**src/rtl/fetch_pkg.sv**
```systemverilog
// Shared types and constants for the instruction fetch unit.
package fetch_pkg;

    localparam int unsigned XLEN = 32;

    localparam logic [XLEN-1:0] RESET_PC  = 32'hBFC00000;
    localparam logic [XLEN-1:0] INSTR_NOP = 32'h00000013;

    typedef struct packed {
        logic [XLEN-1:0] pc;
        logic [XLEN-1:0] pc_plus4;
    } fetch_tag_t;

    typedef struct packed {
        logic [XLEN-1:0] instr;
        logic [XLEN-1:0] pc;
        logic [XLEN-1:0] pc_plus4;
    } fetch_entry_t;

endpackage

```
**src/rtl/fetch_fifo.sv**
```systemverilog
// Small synchronous FIFO with clear; storage is reset so an empty head reads 0.
module fetch_fifo #(
    parameter int unsigned WIDTH = 32,
    parameter int unsigned DEPTH = 2
) (
    input  logic                     clk,
    input  logic                     rst,
    input  logic                     push_i,
    input  logic [WIDTH-1:0]         data_i,
    input  logic                     pop_i,
    input  logic                     clear_i,
    output logic [WIDTH-1:0]         data_o,
    output logic                     full_o,
    output logic                     empty_o,
    output logic [$clog2(DEPTH):0]   count_o
);

    localparam int unsigned AW = $clog2(DEPTH);
    localparam int unsigned CW = AW + 1;

    logic [WIDTH-1:0] mem_q [DEPTH];
    logic [AW-1:0]    wr_q, wr_d;
    logic [AW-1:0]    rd_q, rd_d;
    logic [CW-1:0]    cnt_q, cnt_d;
    logic             do_push;
    logic             do_pop;

    assign full_o  = (cnt_q == CW'(DEPTH));
    assign empty_o = (cnt_q == '0);
    assign do_push = push_i && !full_o;
    assign do_pop  = pop_i && !empty_o;
    assign data_o  = mem_q[rd_q];
    assign count_o = cnt_q;

    always_comb begin
        wr_d  = wr_q;
        rd_d  = rd_q;
        cnt_d = cnt_q;
        if (clear_i) begin
            wr_d  = '0;
            rd_d  = '0;
            cnt_d = '0;
        end else begin
            if (do_push) wr_d = wr_q + AW'(1);
            if (do_pop)  rd_d = rd_q + AW'(1);
            cnt_d = cnt_q + CW'(do_push) - CW'(do_pop);
        end
    end

    always_ff @(posedge clk or posedge rst) begin
        if (rst) begin
            for (int i = 0; i < int'(DEPTH); i++) mem_q[i] <= '0;
            wr_q  <= '0;
            rd_q  <= '0;
            cnt_q <= '0;
        end else begin
            if (do_push && !clear_i) mem_q[wr_q] <= data_i;
            wr_q  <= wr_d;
            rd_q  <= rd_d;
            cnt_q <= cnt_d;
        end
    end

endmodule

```
**src/rtl/instr_fetch_unit.sv**
```systemverilog
// Credit-limited in-order instruction fetch: tags each request with its PC,
// pairs responses with tags and queues them toward decode; redirects drop stale work.
module instr_fetch_unit
    import fetch_pkg::*;
#(
    parameter int unsigned DATA_WIDTH = 32,
    parameter int unsigned DEPTH      = 2
) (
    input  logic                  clk,
    input  logic                  rst,
    input  logic [DATA_WIDTH-1:0] PC_i,
    input  logic [DATA_WIDTH-1:0] PC_Plus4_i,
    input  logic                  flush_i,
    output logic                  imem_req_valid_o,
    output logic [DATA_WIDTH-1:0] imem_req_addr_o,
    input  logic                  imem_req_ready_i,
    input  logic                  imem_rsp_valid_i,
    input  logic [DATA_WIDTH-1:0] imem_rsp_data_i,
    output logic                  instr_valid_o,
    output logic [DATA_WIDTH-1:0] instr_o,
    output logic [DATA_WIDTH-1:0] instr_pc_o,
    output logic [DATA_WIDTH-1:0] instr_pc_plus4_o,
    input  logic                  instr_ready_i,
    output logic                  fetch_stall_o
);

    localparam int unsigned CW    = $clog2(DEPTH) + 1;
    localparam int unsigned TAG_W = $bits(fetch_tag_t);
    localparam int unsigned ENT_W = $bits(fetch_entry_t);

    fetch_tag_t   tag_in, tag_head;
    fetch_entry_t ent_in, ent_head;
    logic [CW-1:0] tag_cnt, out_cnt, used;
    logic [CW-1:0] drop_q, drop_d;
    logic tag_full, tag_empty, out_full, out_empty;
    logic req_fire, rsp_fire, discard, out_push, out_pop;

    // Tag FIFO holds both live and to-be-dropped requests, so it covers inflight + drop.
    assign used      = tag_cnt + out_cnt;
    assign req_fire  = imem_req_valid_o && imem_req_ready_i;
    assign rsp_fire  = imem_rsp_valid_i && !tag_empty;
    assign discard   = flush_i || (drop_q != '0);
    assign out_push  = rsp_fire && !discard && !out_full;
    assign out_pop   = instr_valid_o && instr_ready_i;

    assign imem_req_valid_o = !rst && !flush_i && (used < CW'(DEPTH)) && !tag_full;
    assign imem_req_addr_o  = PC_i;
    assign fetch_stall_o    = !rst && !flush_i && !req_fire;

    assign tag_in.pc       = XLEN'(PC_i);
    assign tag_in.pc_plus4 = XLEN'(PC_Plus4_i);
    assign ent_in.instr    = XLEN'(imem_rsp_data_i);
    assign ent_in.pc       = tag_head.pc;
    assign ent_in.pc_plus4 = tag_head.pc_plus4;

    // On redirect every tag still outstanding after this cycle's response must be dropped.
    always_comb begin
        drop_d = drop_q;
        if (flush_i) begin
            drop_d = tag_cnt - CW'(rsp_fire);
        end else if (rsp_fire && (drop_q != '0)) begin
            drop_d = drop_q - CW'(1);
        end
    end

    always_ff @(posedge clk or posedge rst) begin
        if (rst) drop_q <= '0;
        else     drop_q <= drop_d;
    end

    fetch_fifo #(.WIDTH(TAG_W), .DEPTH(DEPTH)) u_tag_fifo (
        .clk     (clk),
        .rst     (rst),
        .push_i  (req_fire),
        .data_i  (tag_in),
        .pop_i   (rsp_fire),
        .clear_i (1'b0),
        .data_o  (tag_head),
        .full_o  (tag_full),
        .empty_o (tag_empty),
        .count_o (tag_cnt)
    );

    fetch_fifo #(.WIDTH(ENT_W), .DEPTH(DEPTH)) u_out_fifo (
        .clk     (clk),
        .rst     (rst),
        .push_i  (out_push),
        .data_i  (ent_in),
        .pop_i   (out_pop),
        .clear_i (flush_i),
        .data_o  (ent_head),
        .full_o  (out_full),
        .empty_o (out_empty),
        .count_o (out_cnt)
    );

    assign instr_valid_o    = !out_empty;
    assign instr_o          = DATA_WIDTH'(ent_head.instr);
    assign instr_pc_o       = DATA_WIDTH'(ent_head.pc);
    assign instr_pc_plus4_o = DATA_WIDTH'(ent_head.pc_plus4);

    // A response with no outstanding tag is a memory protocol violation.
    rsp_has_tag: assert property (@(posedge clk) disable iff (rst)
        !(imem_rsp_valid_i && tag_empty));

endmodule

```
**config.mk**
```make
export PLATFORM = sky130hd
export DESIGN_NAME = instr_fetch_unit
export DESIGN_NICKNAME = d
export VERILOG_FILES = /design/src/rtl/fetch_pkg.sv /design/src/rtl/fetch_fifo.sv /design/src/rtl/instr_fetch_unit.sv
export SDC_FILE = /design/constraint.sdc
export NUM_CORES = 1
export LEC_CHECK = 0
export BUFFER_PORTS_ARGS = -buffer_cell sky130_fd_sc_hd__clkbuf_2
export CORE_ASPECT_RATIO = 1.4
export CORE_MARGIN = 4
export CORE_UTILIZATION = 55
export DETAILED_ROUTE_END_ITERATION = 10
export PLACE_DENSITY = 0.76
export SETUP_SLACK_MARGIN = 0.4
export SLEW_MARGIN = 10
export SYNTH_ARGS = -nofsm -noshare
export SYNTH_HDL_FRONTEND = slang
export SYNTH_SLANG_ARGS = --single-unit
```
**constraint.sdc**
```tcl
create_clock -name clk -period 13.5 [get_ports clk]
set_clock_uncertainty 0.15 [all_clocks]
set_input_delay 1.35 -clock clk [delete_from_list [all_inputs] [get_ports clk]]
set_output_delay 1.35 -clock clk [all_outputs]
set_load 0.02 [all_outputs]
```
# [Word-level counts from Yosys, hierarchy flattened]
# Index checks and enable logic that the tools add are counted.
[classes] addsub=11 n_lt_le_gt_ge=7 eq_ne=2 muxes=19 bitwise_logic=4 n_reduce_logical=32
[ops] operator="$mux 96" count=4
[ops] operator="$mux 64" count=4
[ops] operator="$bwmux 192" count=1
[ops] operator="$bwmux 128" count=1
[ops] operator="$demux 96 s1" count=1
[ops] operator="$demux 64 s1" count=1
[ops] operator="$logic_and 1x1->1" count=17
[ops] operator="$ge 2x2->1 const B" count=4
[ops] operator="$logic_not 1->1" count=8
[ops] operator="$not 1->2" count=4
[ops] operator="$reduce_bool 2->1" count=4
[ops] operator="$mux 2" count=3
[ops] operator="$sub 2x1->2" count=3
[ops] operator="$add 1x1->1 const B" count=4
[ops] operator="$add 2x1->2" count=2
[ops] operator="$eq 2x2->1 const B" count=2
[ops] operator="$logic_not 2->1" count=2
[ops] operator="$lt 2x1->1 const B" count=2
[ops] operator="$mux 1" count=4
[ops] operator="$add 2x2->2" count=1
[ops] operator="$lt 2x2->1 const B" count=1
[ops] operator="$sub 2x1->2 const B" count=1
[ops] operator="$logic_or 1x1->1" count=1
[totals] regBits=330 in_bits=102 output_inout_bits=131 word_cells=86

# [Longest topological paths before layout]
[depth] depth_word=9 depth_mapped=8 depth_no_buf=7

# [Hierarchy]
# From an unflattened synthesis, not the netlist that was laid out.
[hier_totals] cells_unflattened=966 area_unflattened_um2=14684.1
[modules_own_cells] mod="fetch_fifo at u_out_fifo" instances=1 cells_per_inst=537 area_each_um2=8455.6 seq_area_each_um2=4904.7
[modules_own_cells] mod="fetch_fifo at u_tag_fifo" instances=1 cells_per_inst=366 area_each_um2=5746.8 seq_area_each_um2=3303.2
[modules_own_cells] mod="instr_fetch_unit" instances=1 cells_per_inst=63 area_each_um2=481.7 seq_area_each_um2=50.0

# [Worst setup path before layout]
# OpenSTA, ideal clock, no wires.
[synth_path] path_kind="input -> output" from="input port flush_i" to="output port fetch_stall_o" arrival_time_ps=2216 required_ps=12000 setup_slack_ps=9784 stages=4 path_buffers=1 cell_sequence="buf_2 > nor2_1 > o211a_1 > nor3_1"
[synth_between] elab_chain_len=7
[synth_rtl] element="start: declaration" line_no="instr_fetch_unit.sv:13" source="input logic flush_i,"
[synth_rtl] element="$logic_not 1->1 (*)" line_no="instr_fetch_unit.sv:46, instr_fetch_unit.sv:48"
[synth_rtl] element="$logic_and 1x1->1 (*)" line_no="instr_fetch_unit.sv:46, instr_fetch_unit.sv:48"
[synth_rtl] element="$logic_and 1x1->1 (2 in series)" line_no="instr_fetch_unit.sv:46" source="assign imem_req_valid_o = !rst && !flush_i && (used < CW'(DEPTH)) && !tag_full;"
[synth_rtl] element="$logic_and 1x1->1" line_no="instr_fetch_unit.sv:40" source="assign req_fire = imem_req_valid_o && imem_req_ready_i;"
[synth_rtl] element="$logic_not 1->1" line_no="instr_fetch_unit.sv:48" source="assign fetch_stall_o = !rst && !flush_i && !req_fire;"
[synth_rtl] element="$logic_and 1x1->1 (*)" line_no="instr_fetch_unit.sv:48"
[synth_rtl] element="end: declaration" line_no="instr_fetch_unit.sv:24" source="output logic fetch_stall_o"
# Mark *: on every way between the ends. The rest lies on a longest branch, timed or not.

# [Worst setup path after layout]
[layout_path] from="register u_out_fifo.rd_q" to="output port instr_pc_plus4_o[20]"
[layout_between] elab_chain_len=4
[layout_rtl] element="start: declaration" line_no="fetch_fifo.sv:23" source="logic [AW-1:0] rd_q, rd_d;"
[layout_rtl] element="start signal: assignment" line_no="fetch_fifo.sv:59" source="rd_q <= rd_d;"
[layout_rtl] element="$not 1->2 (implied by the code)" line_no="fetch_fifo.sv:32" source="assign data_o = mem_q[rd_q];"
[layout_rtl] element="$mux 96 (implied by the code) (3 in series)" line_no="fetch_fifo.sv:32"
[layout_rtl] element="end: declaration" line_no="instr_fetch_unit.sv:22" source="output logic [DATA_WIDTH-1:0] instr_pc_plus4_o,"
# No other way between the ends. The select of a mux whose other input is x is not followed.

==> results by group <==
Timing
  – Max-Slew Margin vs Limit: a little under two fifths
  – Min Tclk post-route: 4340 ps
  – Pins Over Slew Limit: 0
  – Worst-Margin Slew: 934 ps
  – RSZ-0062 raised after global routing: false
  – Final worst-path cycle share: 32.2%
  – Final WS setup: ~9200 ps
  – Fin. Hold Viols: 0
  – Fmax achieved: ~230 MHz
  – Setup tns final: 0 ps
  – Final setup fails: 0

Worst setup path
  – Critical Path AT: 2840 ps
  – Endpoint type of the worst setup path: output pin
  – Worst R2R Start: drop_q[0]$_DFFE_PP0P_
  – Req. time, crit path: 12,000 ps
  – CP max stage delay: 840 ps
  – RR Endpoint: u_out_fifo.mem_q[179]$_DFFE_PP0P_
  – R2r worst-path depth: 7
  – Crit Path Class: reg2out
  – CP max-delay cell: dfrtp_4
  – Crit-path max FO: 55
  – R2R Setup Slk: 10,420 ps
  – CP endpoint: instr_pc_plus4_o[20]
  – Cell chain of the critical path: buf_4, mux2_2, clkbuf_2
  – Launch point of the worst path: u_out_fifo.rd_q$_DFFE_PP0P_
  – Crit start category: flop

Route
  – Drt first pass iters: 4
  – Drt wl/cell: 18.4 um
  – Via count: around 9,000
  – DR DRC count: 0
  – Total Wirelength: 29,800 um
  – Vias/cell: 5.46
  – Routed Antenna Nets: 0
  – Iteration-0 DRC Markers: 332

Yosys
  – Post-synthesis adder-cell area fraction: less than 1%
  – Largest family of logic cells by synthesized area: multiplexers
  – Mapped Area: 14,700 um^2
  – Ys async rst share: 100%
  – Cell with the most instances after synthesis: dfrtp_1
  – Post-synthesis net count: 1,199
  – Post-synth top area share: approximately 56%
  – Post-synth top cells: dfrtp_1, mux2_2, nor2_1, a21oi_1, mux2_4
  – Synth unique cells: 33
  – Register area share after synthesis: a little under three fifths
  – Simple-gate share of the synthesized area: 4.33%
  – Number of synthesized flops with an enable pin: 0
  – Area leader, netlist: dfrtp_1
  – Syn avg cell area: between 10 and 15 um^2
  – Post-synthesis xor/xnor area fraction: less than 1%
  – Synth Register Bits: 330
  – Ys Warns: 0
  – Primary FF master, synth: dfrtp_1
  – Synth Area in Compound Gates: under 10%
  – Synth area leaders: dfrtp_1, mux2_2, mux2_4
  – Mux cell area share after synthesis: about 29%
  – Syn Inst Count: 1,091

Clock tree
  – Setup Buffers After CTS: 0
  – CTS Hold Bufs: 0
  – Maximum root-to-sink buffer count: 3
  – PostCTS Resize Cnt: 0
  – Clk_lat worst skew: between 500 and 600 ps
  – CTS root buf: clkbuf_16
  – CTS tree: done
  – Num CTS Buffers: 31
  – Clk slew on worst S/H paths: ~60 ps
  – H-Tree Depth: 1
  – Clock sinks: 330

Place
  – Placed inst area: about 16,000 um^2
  – Post-DP HPWL: between 15,000 and 20,000 um
  – Place WS: a little over 9000 ps
  – # port buffers: 232
  – GP Congestion: about 0.75

Worst hold path
  – Worst hold path type: reg2reg

Floorplanning
  – Ports: 233
  – Die height: 201 um
  – Row count: 70
  – Core ar.: 26,300 um^2
  – Initial core utilization: 56.0%
  – Die ar.: 29,400 um^2
  – Die width: 146 um

GRT
  – Overflow left after global routing: 0
  – Vias in the first global route: approximately 9,600
  – Global-route wire length before repair: 49,700 um
  – Initial antenna violation count: 0
  – Largest net degree at the start of global routing: between 150 and 200
  – All-Layer GR Usage: 20.3%

Power
  – Leak pwr: 8.39 nW
  – P per Cell Area: 257 nW/um^2
  – Pwr Total: 4.33 mW
  – Maximum vdd drop: around 0.15 mV

Run
  – Max Cap Viol: 0

Layout
  – P&R area growth vs syn: 14.4%
  – Layout cell share with drive strength beyond 1: 46.0%
  – # nets final: 1,379
  – Antenna cell count: 0
  – Final instance area: approximately 17,000 um^2

Run status
  – Outcome: finished, final reports clean
## per-stage QoR
| step | utilization (%) | hold slack [ps] | instances |
|---|---|---|---|
| after floorplan | - | 306 | 1091 |
| after global placement | 60.0 | 333 | 1562 |
| after detailed placement | 60.0 | 339 | 1562 |
| after CTS | 64.0 | 353 | 1619 |
| after global routing | 64.0 | 363 | 1619 |
| final | 64.0 | 351 | 1619 |
## layout make-up
cell class	instances	area [um^2]
multi-input cells	654	5780
clock inverters	15	186
well taps	324	405
fillers	2026	9460
repair buffers	245	1270
inverters	9	41.3
flip-flops and latches	330	8270
clock buffers	42	867
## metal layers
metal | GRT usage [%] | up-vias | wire, um
met2 | 36.1 | 185 | 15400
met5 | 0 | - | 0
met1 | 26.0 | 4489 | 12500
met4 | 4.84 | 0 | 561
li1 | - | 4120 | -
met3 | 3.29 | 39 | 1340
## kinds of logic after synthesis
kind of cell    count (synthesis)
simple gates                  148
flops                         330
compound gates                136
xor+xnor                       10
buf+inv                       107
fa+ha+maj                       6
mux                           354
## worst min-delay path by stage
stage,cells after the start,end,from
CTS,1,u_tag_fifo.wr_q$_DFFE_PP0N_,u_tag_fifo.wr_q$_DFFE_PP0N_
floorplan,1,u_tag_fifo.wr_q$_DFFE_PP0N_,u_tag_fifo.wr_q$_DFFE_PP0N_
detailed placement,1,u_tag_fifo.wr_q$_DFFE_PP0N_,u_tag_fifo.wr_q$_DFFE_PP0N_
global route,1,u_out_fifo.mem_q[181]$_DFFE_PP0P_,u_out_fifo.mem_q[181]$_DFFE_PP0P_
global placement,1,u_out_fifo.mem_q[75]$_DFFE_PP0P_,u_out_fifo.mem_q[75]$_DFFE_PP0P_
finish,1,u_out_fifo.mem_q[86]$_DFFE_PP0P_,u_out_fifo.mem_q[86]$_DFFE_PP0P_
## cells in the final DEF (no fill, tap or decap), drive strengths merged
cell type	synthesis	routed
and2	1	1
a21oi	128	128
clkinv	0	7
buf	82	13
dfrtp	330	330
and3	1	1
nor3	2	2
clkbuf	16	274
clkinvlp	0	3
o21a	1	1
xnor2	7	7
o211a	1	1
nor2b	1	1
o21ai	4	4
mux2	289	289
a211o	1	1
bufinv	0	4
and2b	1	1
nor2	134	134
mux2i	65	65
nand2	2	2
ha	6	6
or2	1	1
nor4b	3	3
o31ai	1	1
xor2	3	3
nand2b	1	1
inv	9	10
nor4	1	1
## where the power goes
| part | total, mW | internal [mW] | switching, mW | leakage, nW |
|---|---|---|---|---|
| Combinational | 1.70 | 0.842 | 0.862 | 3.75 |
| Clock | 0.895 | 0.526 | 0.368 | 0.514 |
| Sequential | 1.73 | 1.45 | 0.277 | 4.13 |
| Total | 4.33 | 2.82 | 1.51 | 8.39 |
## worst max-delay path, delay by kind of cell, from the launching register on
kind	cells	cell delay (ps)
buf+inv	2	940
flops	1	840
mux	1	430
## sequential cells by signal (all words and copies together), names as in the netlist
register / cells
u_tag_fifo.mem_q: 128
u_tag_fifo.rd_q: 1
u_out_fifo.rd_q: 1
u_tag_fifo.count_o: 2
u_out_fifo.count_o: 2
u_tag_fifo.wr_q: 1
u_out_fifo.wr_q: 1
drop_q: 2
u_out_fifo.mem_q: 192
Power figures use the tool's default switching activity.
